--- src/rtl/dirty_range_arb_pkg.sv ---
// Shared encodings for the dirty-range arbiter: per-channel ownership states,
// scheduler states and the channel-index width helper.
package dirty_arb_pkg;

  typedef enum logic [1:0] {
    CH_IDLE,
    CH_DIRTY,
    CH_SEND,
    CH_SEND_DIRTY
  } ch_state_e;

  typedef enum logic [1:0] {
    S_IDLE,
    S_OFFER,
    S_BUSY
  } sched_state_e;

  function automatic int chWidth(input int n);
    return (n > 1) ? $clog2(n) : 1;
  endfunction

endpackage

--- src/rtl/dirty_range_arb_if.sv ---
// Write port and sender handshake bundle for dirty_range_arb; the arbiter
// takes the slave view, the write source / transmit engine the master view.
interface dirty_range_arb_if
  import dirty_arb_pkg::*;
#(
  parameter int AW  = 8,
  parameter int NCH = 4,
  parameter int CW  = chWidth(NCH)
);

  logic           wr_stb;
  logic [CW-1:0]  wr_ch;
  logic [AW-1:0]  wr_addr;
  logic           send_valid;
  logic           send_ready;
  logic [CW-1:0]  send_ch;
  logic [AW-1:0]  send_start;
  logic [AW-1:0]  send_end;
  logic           send_done;
  logic [NCH-1:0] modif;
  logic [NCH-1:0] modif2;

  modport slave (
    input  wr_stb, wr_ch, wr_addr, send_ready, send_done,
    output send_valid, send_ch, send_start, send_end, modif, modif2
  );

  modport master (
    output wr_stb, wr_ch, wr_addr, send_ready, send_done,
    input  send_valid, send_ch, send_start, send_end, modif, modif2
  );

endinterface

--- src/rtl/dirty_range_arb_range_acc.sv ---
// Min/max address window accumulator for one channel. A clear in the same
// cycle as a write restarts the window at the written address.
module range_acc #(
  parameter int AW = 8
) (
  input  logic          clk,
  input  logic          rst,
  input  logic          clr_i,
  input  logic          wr_i,
  input  logic [AW-1:0] addr_i,
  output logic          valid_o,
  output logic [AW-1:0] min_o,
  output logic [AW-1:0] max_o
);

  logic          valid_q, valid_d;
  logic [AW-1:0] min_q, min_d;
  logic [AW-1:0] max_q, max_d;

  always_comb begin
    valid_d = valid_q;
    min_d   = min_q;
    max_d   = max_q;
    if (clr_i) begin
      valid_d = 1'b0;
    end
    if (wr_i) begin
      if (clr_i || !valid_q) begin
        valid_d = 1'b1;
        min_d   = addr_i;
        max_d   = addr_i;
      end else begin
        if (addr_i < min_q) min_d = addr_i;
        if (addr_i > max_q) max_d = addr_i;
      end
    end
  end

  always_ff @(posedge clk or posedge rst) begin
    if (rst) begin
      valid_q <= 1'b0;
      min_q   <= '0;
      max_q   <= '0;
    end else begin
      valid_q <= valid_d;
      min_q   <= min_d;
      max_q   <= max_d;
    end
  end

  assign valid_o = valid_q;
  assign min_o   = min_q;
  assign max_o   = max_q;

endmodule

--- src/rtl/dirty_range_arb.sv ---
// Per-channel dirty-window tracking with a round-robin scheduler that offers
// one snapshotted window at a time to a single downstream sender.
module dirty_range_arb
  import dirty_arb_pkg::*;
#(
  parameter int AW  = 8,
  parameter int NCH = 4
) (
  input logic             clk,
  input logic             rst,
  dirty_range_arb_if.slave bus
);

  localparam int CW = chWidth(NCH);

  ch_state_e     chState_q [NCH];
  ch_state_e     chState_d [NCH];
  logic [NCH-1:0] wrHit;
  logic [NCH-1:0] accClr;
  logic [NCH-1:0] accValid;
  logic [AW-1:0]  accMin [NCH];
  logic [AW-1:0]  accMax [NCH];

  sched_state_e  sched_q, sched_d;
  logic [CW-1:0] lastCh_q, lastCh_d;
  logic [CW-1:0] snapCh_q, snapCh_d;
  logic [AW-1:0] snapStart_q, snapStart_d;
  logic [AW-1:0] snapEnd_q, snapEnd_d;

  logic          pickFound;
  logic [CW-1:0] pickCh;
  logic          doneEv;

  assign doneEv = (sched_q == S_BUSY) && bus.send_done;

  for (genvar c = 0; c < NCH; c++) begin : g_ch
    assign wrHit[c]  = bus.wr_stb && (bus.wr_ch == CW'(c));
    assign accClr[c] = (sched_q == S_IDLE) && pickFound && (pickCh == CW'(c));

    range_acc #(.AW(AW)) u_acc (
      .clk    (clk),
      .rst    (rst),
      .clr_i  (accClr[c]),
      .wr_i   (wrHit[c]),
      .addr_i (bus.wr_addr),
      .valid_o(accValid[c]),
      .min_o  (accMin[c]),
      .max_o  (accMax[c])
    );

    assign bus.modif[c]  = (chState_q[c] != CH_IDLE);
    assign bus.modif2[c] = (chState_q[c] == CH_SEND_DIRTY);
  end

  // Round-robin search starts just after the last served channel and wraps.
  always_comb begin
    int idx;
    idx       = 0;
    pickFound = 1'b0;
    pickCh    = '0;
    for (int i = 1; i <= NCH; i++) begin
      idx = (int'(lastCh_q) + i) % NCH;
      if (!pickFound && chState_q[idx[CW-1:0]] == CH_DIRTY) begin
        pickFound = 1'b1;
        pickCh    = idx[CW-1:0];
      end
    end
  end

  always_comb begin
    for (int c = 0; c < NCH; c++) begin
      chState_d[c] = chState_q[c];
      case (chState_q[c])
        CH_IDLE:       if (wrHit[c]) chState_d[c] = CH_DIRTY;
        CH_DIRTY:      if (accClr[c]) chState_d[c] = wrHit[c] ? CH_SEND_DIRTY : CH_SEND;
        CH_SEND: begin
          if (doneEv)        chState_d[c] = wrHit[c] ? CH_DIRTY : CH_IDLE;
          else if (wrHit[c]) chState_d[c] = CH_SEND_DIRTY;
        end
        CH_SEND_DIRTY: if (doneEv) chState_d[c] = CH_DIRTY;
        default:       chState_d[c] = CH_IDLE;
      endcase
    end
  end

  always_comb begin
    sched_d     = sched_q;
    lastCh_d    = lastCh_q;
    snapCh_d    = snapCh_q;
    snapStart_d = snapStart_q;
    snapEnd_d   = snapEnd_q;
    case (sched_q)
      S_IDLE: begin
        if (pickFound) begin
          snapCh_d    = pickCh;
          snapStart_d = accMin[pickCh];
          snapEnd_d   = accMax[pickCh];
          lastCh_d    = pickCh;
          sched_d     = S_OFFER;
        end
      end
      S_OFFER: if (bus.send_ready) sched_d = S_BUSY;
      S_BUSY:  if (bus.send_done)  sched_d = S_IDLE;
      default: sched_d = S_IDLE;
    endcase
  end

  // lastCh resets to the top channel so channel 0 is served first.
  always_ff @(posedge clk or posedge rst) begin
    if (rst) begin
      for (int c = 0; c < NCH; c++) chState_q[c] <= CH_IDLE;
      sched_q     <= S_IDLE;
      lastCh_q    <= CW'(NCH - 1);
      snapCh_q    <= '0;
      snapStart_q <= '0;
      snapEnd_q   <= '0;
    end else begin
      for (int c = 0; c < NCH; c++) chState_q[c] <= chState_d[c];
      sched_q     <= sched_d;
      lastCh_q    <= lastCh_d;
      snapCh_q    <= snapCh_d;
      snapStart_q <= snapStart_d;
      snapEnd_q   <= snapEnd_d;
    end
  end

  assign bus.send_valid = (sched_q == S_OFFER);
  assign bus.send_ch    = snapCh_q;
  assign bus.send_start = snapStart_q;
  assign bus.send_end   = snapEnd_q;

endmodule

--- src/flat_wrapper.sv ---
// flat-port wrapper written by rule: the top's interface ports become plain ports
module dirty_range_arb_flat import dirty_arb_pkg::*;
#(
  parameter int AW  = 8,
  parameter int NCH = 4
)
  (clk, rst, bus_wr_stb, bus_wr_ch, bus_wr_addr, bus_send_ready, bus_send_done, bus_send_valid, bus_send_ch, bus_send_start, bus_send_end, bus_modif, bus_modif2);
  dirty_range_arb_if #(.AW(AW), .NCH(NCH)) bus_i ();
  input logic clk;
  input logic rst;
  input wire logic [$bits(bus_i.wr_stb)-1:0] bus_wr_stb;
  input wire logic [$bits(bus_i.wr_ch)-1:0] bus_wr_ch;
  input wire logic [$bits(bus_i.wr_addr)-1:0] bus_wr_addr;
  input wire logic [$bits(bus_i.send_ready)-1:0] bus_send_ready;
  input wire logic [$bits(bus_i.send_done)-1:0] bus_send_done;
  output wire logic [$bits(bus_i.send_valid)-1:0] bus_send_valid;
  output wire logic [$bits(bus_i.send_ch)-1:0] bus_send_ch;
  output wire logic [$bits(bus_i.send_start)-1:0] bus_send_start;
  output wire logic [$bits(bus_i.send_end)-1:0] bus_send_end;
  output wire logic [$bits(bus_i.modif)-1:0] bus_modif;
  output wire logic [$bits(bus_i.modif2)-1:0] bus_modif2;
  assign bus_i.wr_stb = bus_wr_stb;
  assign bus_i.wr_ch = bus_wr_ch;
  assign bus_i.wr_addr = bus_wr_addr;
  assign bus_i.send_ready = bus_send_ready;
  assign bus_i.send_done = bus_send_done;
  assign bus_send_valid = bus_i.send_valid;
  assign bus_send_ch = bus_i.send_ch;
  assign bus_send_start = bus_i.send_start;
  assign bus_send_end = bus_i.send_end;
  assign bus_modif = bus_i.modif;
  assign bus_modif2 = bus_i.modif2;
  dirty_range_arb #(.AW(AW), .NCH(NCH)) u_core (.clk(clk), .rst(rst), .bus(bus_i));
endmodule
--- config.mk ---
export PLATFORM = sky130hd
export DESIGN_NAME = dirty_range_arb_flat
export DESIGN_NICKNAME = d
export VERILOG_FILES = /design/src/rtl/dirty_range_arb_pkg.sv /design/src/rtl/dirty_range_arb_if.sv /design/src/rtl/dirty_range_arb_range_acc.sv /design/src/rtl/dirty_range_arb.sv /design/src/flat_wrapper.sv
export SDC_FILE = /design/constraint.sdc
export NUM_CORES = 1
export LEC_CHECK = 0
export ABC_CLOCK_PERIOD_IN_PS = 8970
export CORE_MARGIN = 1.5
export CORE_UTILIZATION = 35
export CTS_CLUSTER_SIZE = 14
export DETAILED_ROUTE_END_ITERATION = 16
export DONT_BUFFER_PORTS = 1
export GPL_TIMING_DRIVEN = 0
export PLACE_DENSITY_LB_ADDON = 0.12
export REMOVE_ABC_BUFFERS = 1
export SYNTH_ARGS = -nofsm -noshare
export SYNTH_HDL_FRONTEND = slang
export SYNTH_HIERARCHICAL = 1
export SYNTH_SLANG_ARGS = --single-unit
--- constraint.sdc ---
create_clock -name clk -period 8.97 [get_ports clk]
set_input_delay 1.3455 -clock clk [delete_from_list [all_inputs] [get_ports clk]]
set_output_delay 1.3455 -clock clk [all_outputs]
set_load 0.01 [all_outputs]
* After elaboration in Yosys (flattened, before gate mapping) *
Cells that the tools add are included.

storage, ports and cells
  flip-flop bits (word level) = 98

cells by class
  add/subtract/negate cells = 4
  $lt $le $gt $ge = 13
  eq/ne operators = 43
  multiplexer cells = 87
  bitwise logic cells = 5
  reduce and logical (&&, ||, !) cells = 57

operators by type and width
  cell                                                              count
  8-bit two-way mux                                                 20
  2-bit two-way mux                                                 32
  8-bit binary-select mux with 2-bit select                         2
  8-bit greater-than comparator                                     4
  8-bit less-than comparator                                        4
  2-bit one-hot mux with 4 select lines                             4
  2-bit == test (second input constant)                             13
  1-bit two-way mux                                                 24
  2-bit nonzero test                                                12
  2-bit by 1-bit == test with 1-bit output (second input constant)  11
  2-bit != test (second input constant)                             10
  2-bit AND reduction                                               9
  2-bit binary-select mux with 2-bit select                         4
  4-bit AND reduction                                               4
  3-bit greater-or-equal comparator (second input constant)         5
  2-bit inverter with 3-bit output                                  5
  2-bit zero test                                                   7
  1-bit logical AND                                                 13
  3-bit by 2-bit != test with 1-bit output (second input constant)  4
  2-bit by 1-bit != test with 1-bit output (second input constant)  5
  1-bit zero test                                                   7
  2-bit one-hot mux with 3 select lines                             1
  2-bit by 1-bit adder with 2-bit output (second input constant)    2
  2-bit adder (second input constant)                               2
  2 further kinds                                                   5

* Longest topological paths before layout *
Gate-level depths: netlist (run 1).

  word-level depth = 21
  gate-level depth with buffers = 13
  mapped depth without buffers = 10

* Hierarchy *
Netlist (run 1), hierarchy kept.

by module, submodules not included
  module           instances  cells an instance  area an instance (µm²)  sequential area each (µm²)
  range_acc        4          100                1134.8                  425.4
  dirty_range_arb  1          246                2353.5                  753.2

* Worst setup path before layout (run 1) *
No wires, ideal clock.

  path kind = input port to flip-flop
  from = input port bus_wr_ch[1]
  to = register u_core/chState_q[6] in the netlist's numbering
  setup time = 0.125 ns
  data arrival time = 3.019 ns
  slack = 5.827 ns
  cell stages on the path = 6
  buffers on the path = 0
  cells stage by stage = nor3b_1 > nor2b_1 > o21ai_0 > o21ai_0 > a211oi_1 > mux2_2

between the ends
  word-level cells in the longest chain between the ends = 5

RTL lines
  element                                line                                          text
  start, declared                        flat_wrapper.sv:12                            input wire logic [$bits(bus_i.wr_ch)-1:0] bus_wr_ch;
  2-bit zero test *                      dirty_range_arb.sv:37                         assign wrHit[c] = bus.wr_stb && (bus.wr_ch == CW'(c));
  1-bit logical AND *                    dirty_range_arb.sv:37
  1-bit two-way mux                      dirty_range_arb.sv:75, dirty_range_arb.sv:77
  2-bit two-way mux (on tied branches)   dirty_range_arb.sv:77, dirty_range_arb.sv:75
  2-bit one-hot mux with 4 select lines  dirty_range_arb.sv:73                         case (chState_q[c])
  end, declared                          dirty_range_arb.sv:16                         ch_state_e chState_q [NCH];

Every way passes the cells marked *; elsewhere a longest branch is shown, timed or not. The select of a mux whose other input is x is not followed.
A chain may end at the register's enable or synchronous reset.

* Final worst setup path (run 1) *
  from = register u_core/chState_q[6] in the netlist's numbering
  to = register u_core.g_ch[3].u_acc.max_q[7]

between the ends
  word-level cells in the longest chain between the ends = 19

RTL lines
  element                                                        line                             text
  2-bit binary-select mux with 2-bit select                      dirty_range_arb.sv:63            if (!pickFound && chState_q[idx[CW-1:0]] == CH_DIRTY) begin
  2-bit two-way mux (implied by the code) (2 in a row)           dirty_range_arb.sv:63
  2-bit by 1-bit == test with 1-bit output                       dirty_range_arb.sv:63
  1-bit two-way mux                                              dirty_range_arb.sv:63
  1-bit zero test                                                dirty_range_arb.sv:63
  1-bit logical AND                                              dirty_range_arb.sv:63
  1-bit two-way mux                                              dirty_range_arb.sv:63
  1-bit zero test                                                dirty_range_arb.sv:63
  (+3 left out)                                                  n/a
  1-bit logical AND                                              dirty_range_arb.sv:63
  2-bit two-way mux / 1-bit two-way mux (equally long branches)  dirty_range_arb.sv:63
  2-bit == test / 1-bit logical AND (equally long branches)      dirty_range_arb.sv:38            assign accClr[c] = (sched_q == S_IDLE) && pickFound && (pickCh == CW'(c));
  1-bit logical AND *                                            dirty_range_arb.sv:38
  named net u_core.accClr[3]                                     dirty_range_arb.sv:19            logic [NCH-1:0] accClr;
  1-bit logical OR *                                             dirty_range_arb_range_acc.sv:28  if (clr_i || !valid_q) begin
  2-bit nonzero test (no line)                                   n/a
  2-bit AND reduction (no line)                                  n/a
  end signal, assigned                                           dirty_range_arb_range_acc.sv:47  max_q <= max_d;
  end, declared                                                  dirty_range_arb_range_acc.sv:18  logic [AW-1:0] max_q, max_d;

Mark *: on every way through the listed nets, which the timed path passes. The rest lies on a longest branch. The select of a mux whose other input is x is not followed.

==> results of run 1 <==
-- tightest hold or removal path, stage by stage, from the launching register on --
cell and delay [ns]:
dfstp_2 0.39, inv_1 0.07, a21oi_1 0.06
-- routing by layer --
layer | up-vias | wire (um)
met2 | 94 | 8700
met5 | - | 0
li1 | 2379 | -
met3 | 17 | 1040
met4 | 0 | 245
met1 | 2495 | 7310
-- cell families (layout without fill, tap and decap cells) --
group | after synthesis | count (layout) | share of synthesized area [%]
compound gates | 183 | 183 | 22.0
buf+inv | 105 | 109 | 6.19
flops | 98 | 98 | 35.6
simple gates | 97 | 97 | 8.37
mux | 87 | 87 | 14.0
fa+ha+maj | 76 | 76 | 13.8
-- path summary, 6_finish.rpt --
kind | to | slack (ns) | cells after the start
min | u_core/lastCh_q[0]$_DFFE_PP1P_ | 0.52 | 2
max in group asynchronous | u_core/g_ch[1].u_acc/valid_o$_DFF_PP0_ | 7.47 | 1
min in group asynchronous | u_core/bus.send_start[2]$_DFFE_PP0P_ | 0.80 | 1
min reg2reg | u_core/lastCh_q[0]$_DFFE_PP1P_ | 0.52 | 2
max | u_core/g_ch[3].u_acc/max_o[7]$_DFFE_PP0P_ | 4.94 | 9
max reg2reg | u_core/g_ch[3].u_acc/max_o[7]$_DFFE_PP0P_ | 4.94 | 9
-- registers in the layout (all words and copies together) (netlist names) --
signal,cells
u_core/g_ch.u_acc/min_o,32
u_core/sched_q,2
u_core/bus.send_ch,2
u_core/g_ch.u_acc/max_o,32
u_core/chState_q,8
u_core/lastCh_q,2
u_core/g_ch.u_acc/valid_o,4
u_core/bus.send_start,8
u_core/bus.send_end,8
-- synthesized netlist by cell type, drive strengths merged --
| library cell | n |
|---|---|
| o21a | 12 |
| nand4 | 8 |
| a2111oi | 5 |
| mux2i | 35 |
| o21ai | 28 |
| o2bb2ai | 1 |
| and2 | 4 |
| a21o | 11 |
| o41ai | 1 |
| o221ai | 5 |
| a221o | 33 |
| nand2b | 20 |
| o31ai | 5 |
| nor4b | 1 |
| and3b | 1 |
| o2111ai | 4 |
| nor3 | 6 |
| a21oi | 29 |
| o21bai | 1 |
| or2 | 3 |
| and3 | 1 |
| nor3b | 3 |
| a22o | 32 |
| nand3 | 2 |
| mux2 | 52 |
| nand2 | 29 |
| a21bo | 1 |
| o22ai | 2 |
| clkbuf | 5 |
| dfstp | 2 |
| ha | 76 |
| buf | 9 |
| a32o | 5 |
| inv | 91 |
| o221a | 1 |
| dfrtp | 96 |
| nor2 | 10 |
| o211ai | 5 |
| nor2b | 9 |
| a211oi | 2 |
-- stage by stage --
| step | total power, uW | utilization (%) | area [sq um] |
|---|---|---|---|
| detailed placement | 2500 | 37.0 | 7170 |
| global placement | 2420 | 36.8 | 7140 |
| finish | 2880 | 38.6 | 7490 |
| CTS | 2920 | 38.5 | 7470 |
| global route | 3130 | 38.6 | 7490 |
| floorplan | 2090 | - | 6810 |
-- layout make-up --
class / instances / area [sq um]
Fill cell: 1922 / 11900
Multi-Input combinational cell: 443 / 4030
Sequential cell: 98 / 2450
Inverter: 91 / 342
Tap cell: 265 / 332
Clock buffer: 9 / 225
Clock inverter: 7 / 76.3
Timing Repair Buffer: 2 / 35.0
-- power by group --
| group | switching, uW | internal, uW | leakage [uW] |
|---|---|---|---|
| Combinational | 822 | 769 | 0.00244 |
| Clock | 184 | 219 | 0.000148 |
| Sequential | 223 | 662 | 0.00109 |
==> results.yml, run 1 <==
sta:
  drv_slew: 0
  rsz0062_at_grt: "no"
  setup_viol_count_final: 0
  tightest_slew_ns: 1.16
  holdWs_ns: 0.520
  fin_ws_ns: 4.94
  period_needed_ns: 4.03
  fmaxAchievable_mhz: 248
  max-slew-margin-rel_pct: 22.1
  setup_tns_ns: 0
  hold_viol_final: 0
  fin_skew_ns: 0.00663
  period_share_pct: 44.9
worst_setup_path:
  crit_start: "u_core/chState_q[6]$_DFFE_PP0P_"
  crit_path_start_kind: "register"
  crit_path_end_kind: "register"
  r2r_start: "u_core/chState_q[6]$_DFFE_PP0P_"
  slowest_stage: "o31ai_1"
  criticalPathCategory: "reg2reg"
  worstPathArrival_ns: 4.32
  path_cells: "nor2b_2, o22ai_1, a211oi_2, or2_1, nor3_1, nand2b_4, o31ai_1, a22o_1, a221o_1"
  required_ns: 9.26
  critPathBufInv: 0
  slowest_delay_ns: 0.91
  cp_top_family: "compound AO/OA/AOI/OAI gates"
  crit_fanout: 18
detailed_routing:
  drt_iter0_drc: 245
  final_antenna_net_count: 0
  num_vias: 4985
  drtPass1Iterations: 4
  route.detailed.drc: 0
  drt_wl_total_um: 17300
  routed_via_density: 5.45
  wl_per_cell_um: 18.9
clock_network:
  clk_latency_ns: 0.36
  numCtsBuffers: 9
  cts_tree: "built"
  clk_path_buf_depth: 2
  cts_setup_buffers: 0
  clkSlewWorstSetupHoldPaths_ns: 0.07
  clock_sinks: 98
  cts_hold_buf: 0
  cts.repair.resized: 0
  cts_root_buf: "clkbuf_16"
  htree_levels: 3
pwr:
  leakage_uw: 0.00367
  vdd_drop_max_v: 0.000209
  p_per_area_nw_per_um2: 384
worst_hold_path:
  hp-class: "reg2reg"
  hp-start: "u_core/lastCh_q[0]$_DFFE_PP1P_"
placed_design:
  place_congestion: 0.789
  pre_cts_slack_ns: 4.95
  dp_hpwl_um: 12400
  port_buffers: 0
  place_inst: 898
global_route:
  grt_use_met2_pct: 32.1
  grt_use_total_pct: 18.0
  grt_max_degree: 35
  grt_overflow: 0
  grt_pass1_vias: 5322
  antenna_found_initial: 0
  grt_first_pass_wirelength_um: 28100
  use_met3_pct: 4.47
  grt_busiest_layer: "met2"
  grt_use_met1_pct: 21.6
die:
  start_util_pct: 35.5
  floorplan.rows: 51
  die_w_um: 143
  die_y_um: 143
  ios: 42
  core_area_sq_um: 19400
  dieArea_sq_um: 20500
finish:
  layout_common_cells: "dfrtp_1 (96), inv_1 (90), ha_1 (76)"
  diodes: 0
  layout.cells.non_filler: 915
  nets: 736
  area_growth_syn_to_layout_pct: 8.73
  final_common_cell: "dfrtp_1"
  drive_gt1_share_pct: 17.5
logic_synthesis:
  synth-seq-area-share_pct: 35.6
  synth_top_cell_area_share_pct: 34.9
  yosys.area.top_type: "dfrtp_1"
  syn_area_per_cell_sq_um: 10.7
  yosysWarningCount: 6
  synthTopCellsByArea: "dfrtp_1 (35%), ha_1 (14%), mux2_2 (7.0%)"
  netlist_area_sq_um: 6890
  ys_seq_elements: 98
  synthCells: 646
  synth_cell_types: 56
status:
  status: "finished clean"
run:
  cap_violations: 0
Power figures use the tool's default switching activity.
==> inputs of run 2 (changes only) <==
- ABC_CLOCK_PERIOD_IN_PS: 8970 -> 4100
- clock period: 8.97 -> 4.1 ns (I/O delays scaled with it)
==> run 2 against run 1 <==
- cell count is the same
- clock skew barely moved
- combinational power up 120%
- power rose by 120%
- clock-buffer cell count unchanged
- wire length is 0.17% higher
- worst hold slack got worse by 0.45 ns
- non-clock buffer count did not move
- sequential power rose by 120%
- register-to-register slack worse by 4.6 ns
- first-iteration DRC count stayed put
- die area unchanged
==> results.yml, run 2 (synthesis gave the netlist of run 1 again) <==
status:
  status: "finished clean"
global_route:
  grt_pass1_vias: 5322
  grt_overflow: 0
  grt_max_degree: 35
  antenna_found_initial: 0
  grt_first_pass_wirelength_um: 28100
  grt_use_total_pct: 18.0
detailed_routing:
  num_vias: 4993
  drtPass1Iterations: 4
  drt_wl_total_um: 17300
  drt_iter0_drc: 245
  wl_per_cell_um: 18.9
  final_antenna_net_count: 0
  routed_via_density: 5.46
  route.detailed.drc: 0
pwr:
  leakage_uw: 0.00368
  p_per_area_nw_per_um2: 840
  vdd_drop_max_v: 0.000460
  power_uw: 6300
die:
  core_area_sq_um: 19400
  dieArea_sq_um: 20500
  floorplan.rows: 51
  ios: 42
  die_y_um: 143
  die_w_um: 143
  start_util_pct: 35.5
clock_network:
  clkSlewWorstSetupHoldPaths_ns: 0.07
  clk_latency_ns: 0.36
  numCtsBuffers: 9
  htree_levels: 3
  cts_root_buf: "clkbuf_16"
  clk_path_buf_depth: 2
  cts_setup_buffers: 0
  cts_hold_buf: 0
  cts.repair.resized: 0
  clock_sinks: 98
  cts_tree: "built"
sta:
  max-slew-margin-rel_pct: 18.7
  fin_ws_ns: 0.312
  tightest_slew_ns: 1.21
  fin_skew_ns: 0.00661
  setup_viol_count_final: 0
  rsz0062_at_grt: "no"
  drv_slew: 0
  period_needed_ns: 3.79
  hold_viol_final: 0
  period_share_pct: 92.4
  fmaxAchievable_mhz: 264
run:
  cap_violations: 0
placed_design:
  place_congestion: 0.789
  place_inst: 898
  port_buffers: 0
  dp_hpwl_um: 12400
  pre_cts_slack_ns: 0.0843
finish:
  nets: 736
  layout.cells.non_filler: 915
  diodes: 0
  final_core_utilization_pct: 38.6
  drive_gt1_share_pct: 17.7
  area_growth_syn_to_layout_pct: 8.73
  layout_common_cells: "dfrtp_1 (96), inv_1 (90), ha_1 (76)"
  final_common_cell: "dfrtp_1"
worst_setup_path:
  rr_worst_depth: 8
  crit_fanout: 34
  path_cells: "nor2b_1, o221ai_1, nand2_2, nor3_1, nand2b_4, o31ai_1, a22o_2, a221o_2"
  worstPathArrival_ns: 4.08
  crit_path_start_kind: "register"
  crit_cells: 8
  slowest_stage: "nand2_2"
  cp_top_family: "simple AND/OR/NAND/NOR gates"
  required_ns: 4.39
  crit_path_end_kind: "register"
  critPathBufInv: 0
  slowest_delay_ns: 0.89
  criticalPathCategory: "reg2reg"
worst_hold_path:
  hp-class: "in2async"
run 2: cell type report:
cell class | instances | area, sq um
clock buffers | 9 | 225
multi-input cells | 443 | 4030
clock inverters | 7 | 76.3
well taps | 265 | 332
flip-flops and latches | 98 | 2450
inverters | 91 | 342
fillers | 1922 | 11900
repair buffers | 2 | 35.0
run 2: per-layer routing:
metal,GRT usage (%),part of all wire [%],up-vias
met3,4.47,6.1,17
met1,21.6,42,2499
met4,4.94,1.4,0
met5,0,0,-
met2,32.1,50,97
li1,-,-,2380
run 2: where the power goes:
group          switching [uW]  internal (uW)
Sequential                489           1450
Clock                     403            479
Combinational            1800           1680
Total                    2690           3610
run 2: path summary, 6_finish.rpt:
| kind | slack [ns] | to | from |
|---|---|---|---|
| setup / recovery | 0.31 | u_core/g_ch[3].u_acc/max_o[0]$_DFFE_PP0P_ | u_core/chState_q[4]$_DFFE_PP0P_ |
| hold / removal | 0.07 | u_core/bus.send_start[2]$_DFFE_PP0P_ | rst |
| setup reg to reg | 0.31 | u_core/g_ch[3].u_acc/max_o[0]$_DFFE_PP0P_ | u_core/chState_q[4]$_DFFE_PP0P_ |
| hold reg to reg | 0.52 | u_core/lastCh_q[0]$_DFFE_PP1P_ | u_core/lastCh_q[0]$_DFFE_PP1P_ |
| max in group asynchronous | 3.34 | u_core/g_ch[1].u_acc/valid_o$_DFF_PP0_ | rst |
| min in group clk | 0.33 | u_core/sched_q[1]$_DFFE_PP0P_ | bus_send_done |
run 2: worst reg2reg max path: cells and delay by family (launching register included):
family | cells | cell delay [ns]
and+or+nand+nor | 4 | 1.78
AOI/OAI and AO/OA | 4 | 1.51
DFF | 1 | 0.44
run 2: metrics by stage:
stage	setup TNS, ns	cell area, sq um	hold WS (ns)
global route	0	7490	0.0679
detailed placement	0	7170	0.507
finish	0	7490	0.0715
global placement	-35.68	7140	0.510
CTS	0	7470	0.256
floorplan	-0.765	6810	0.478
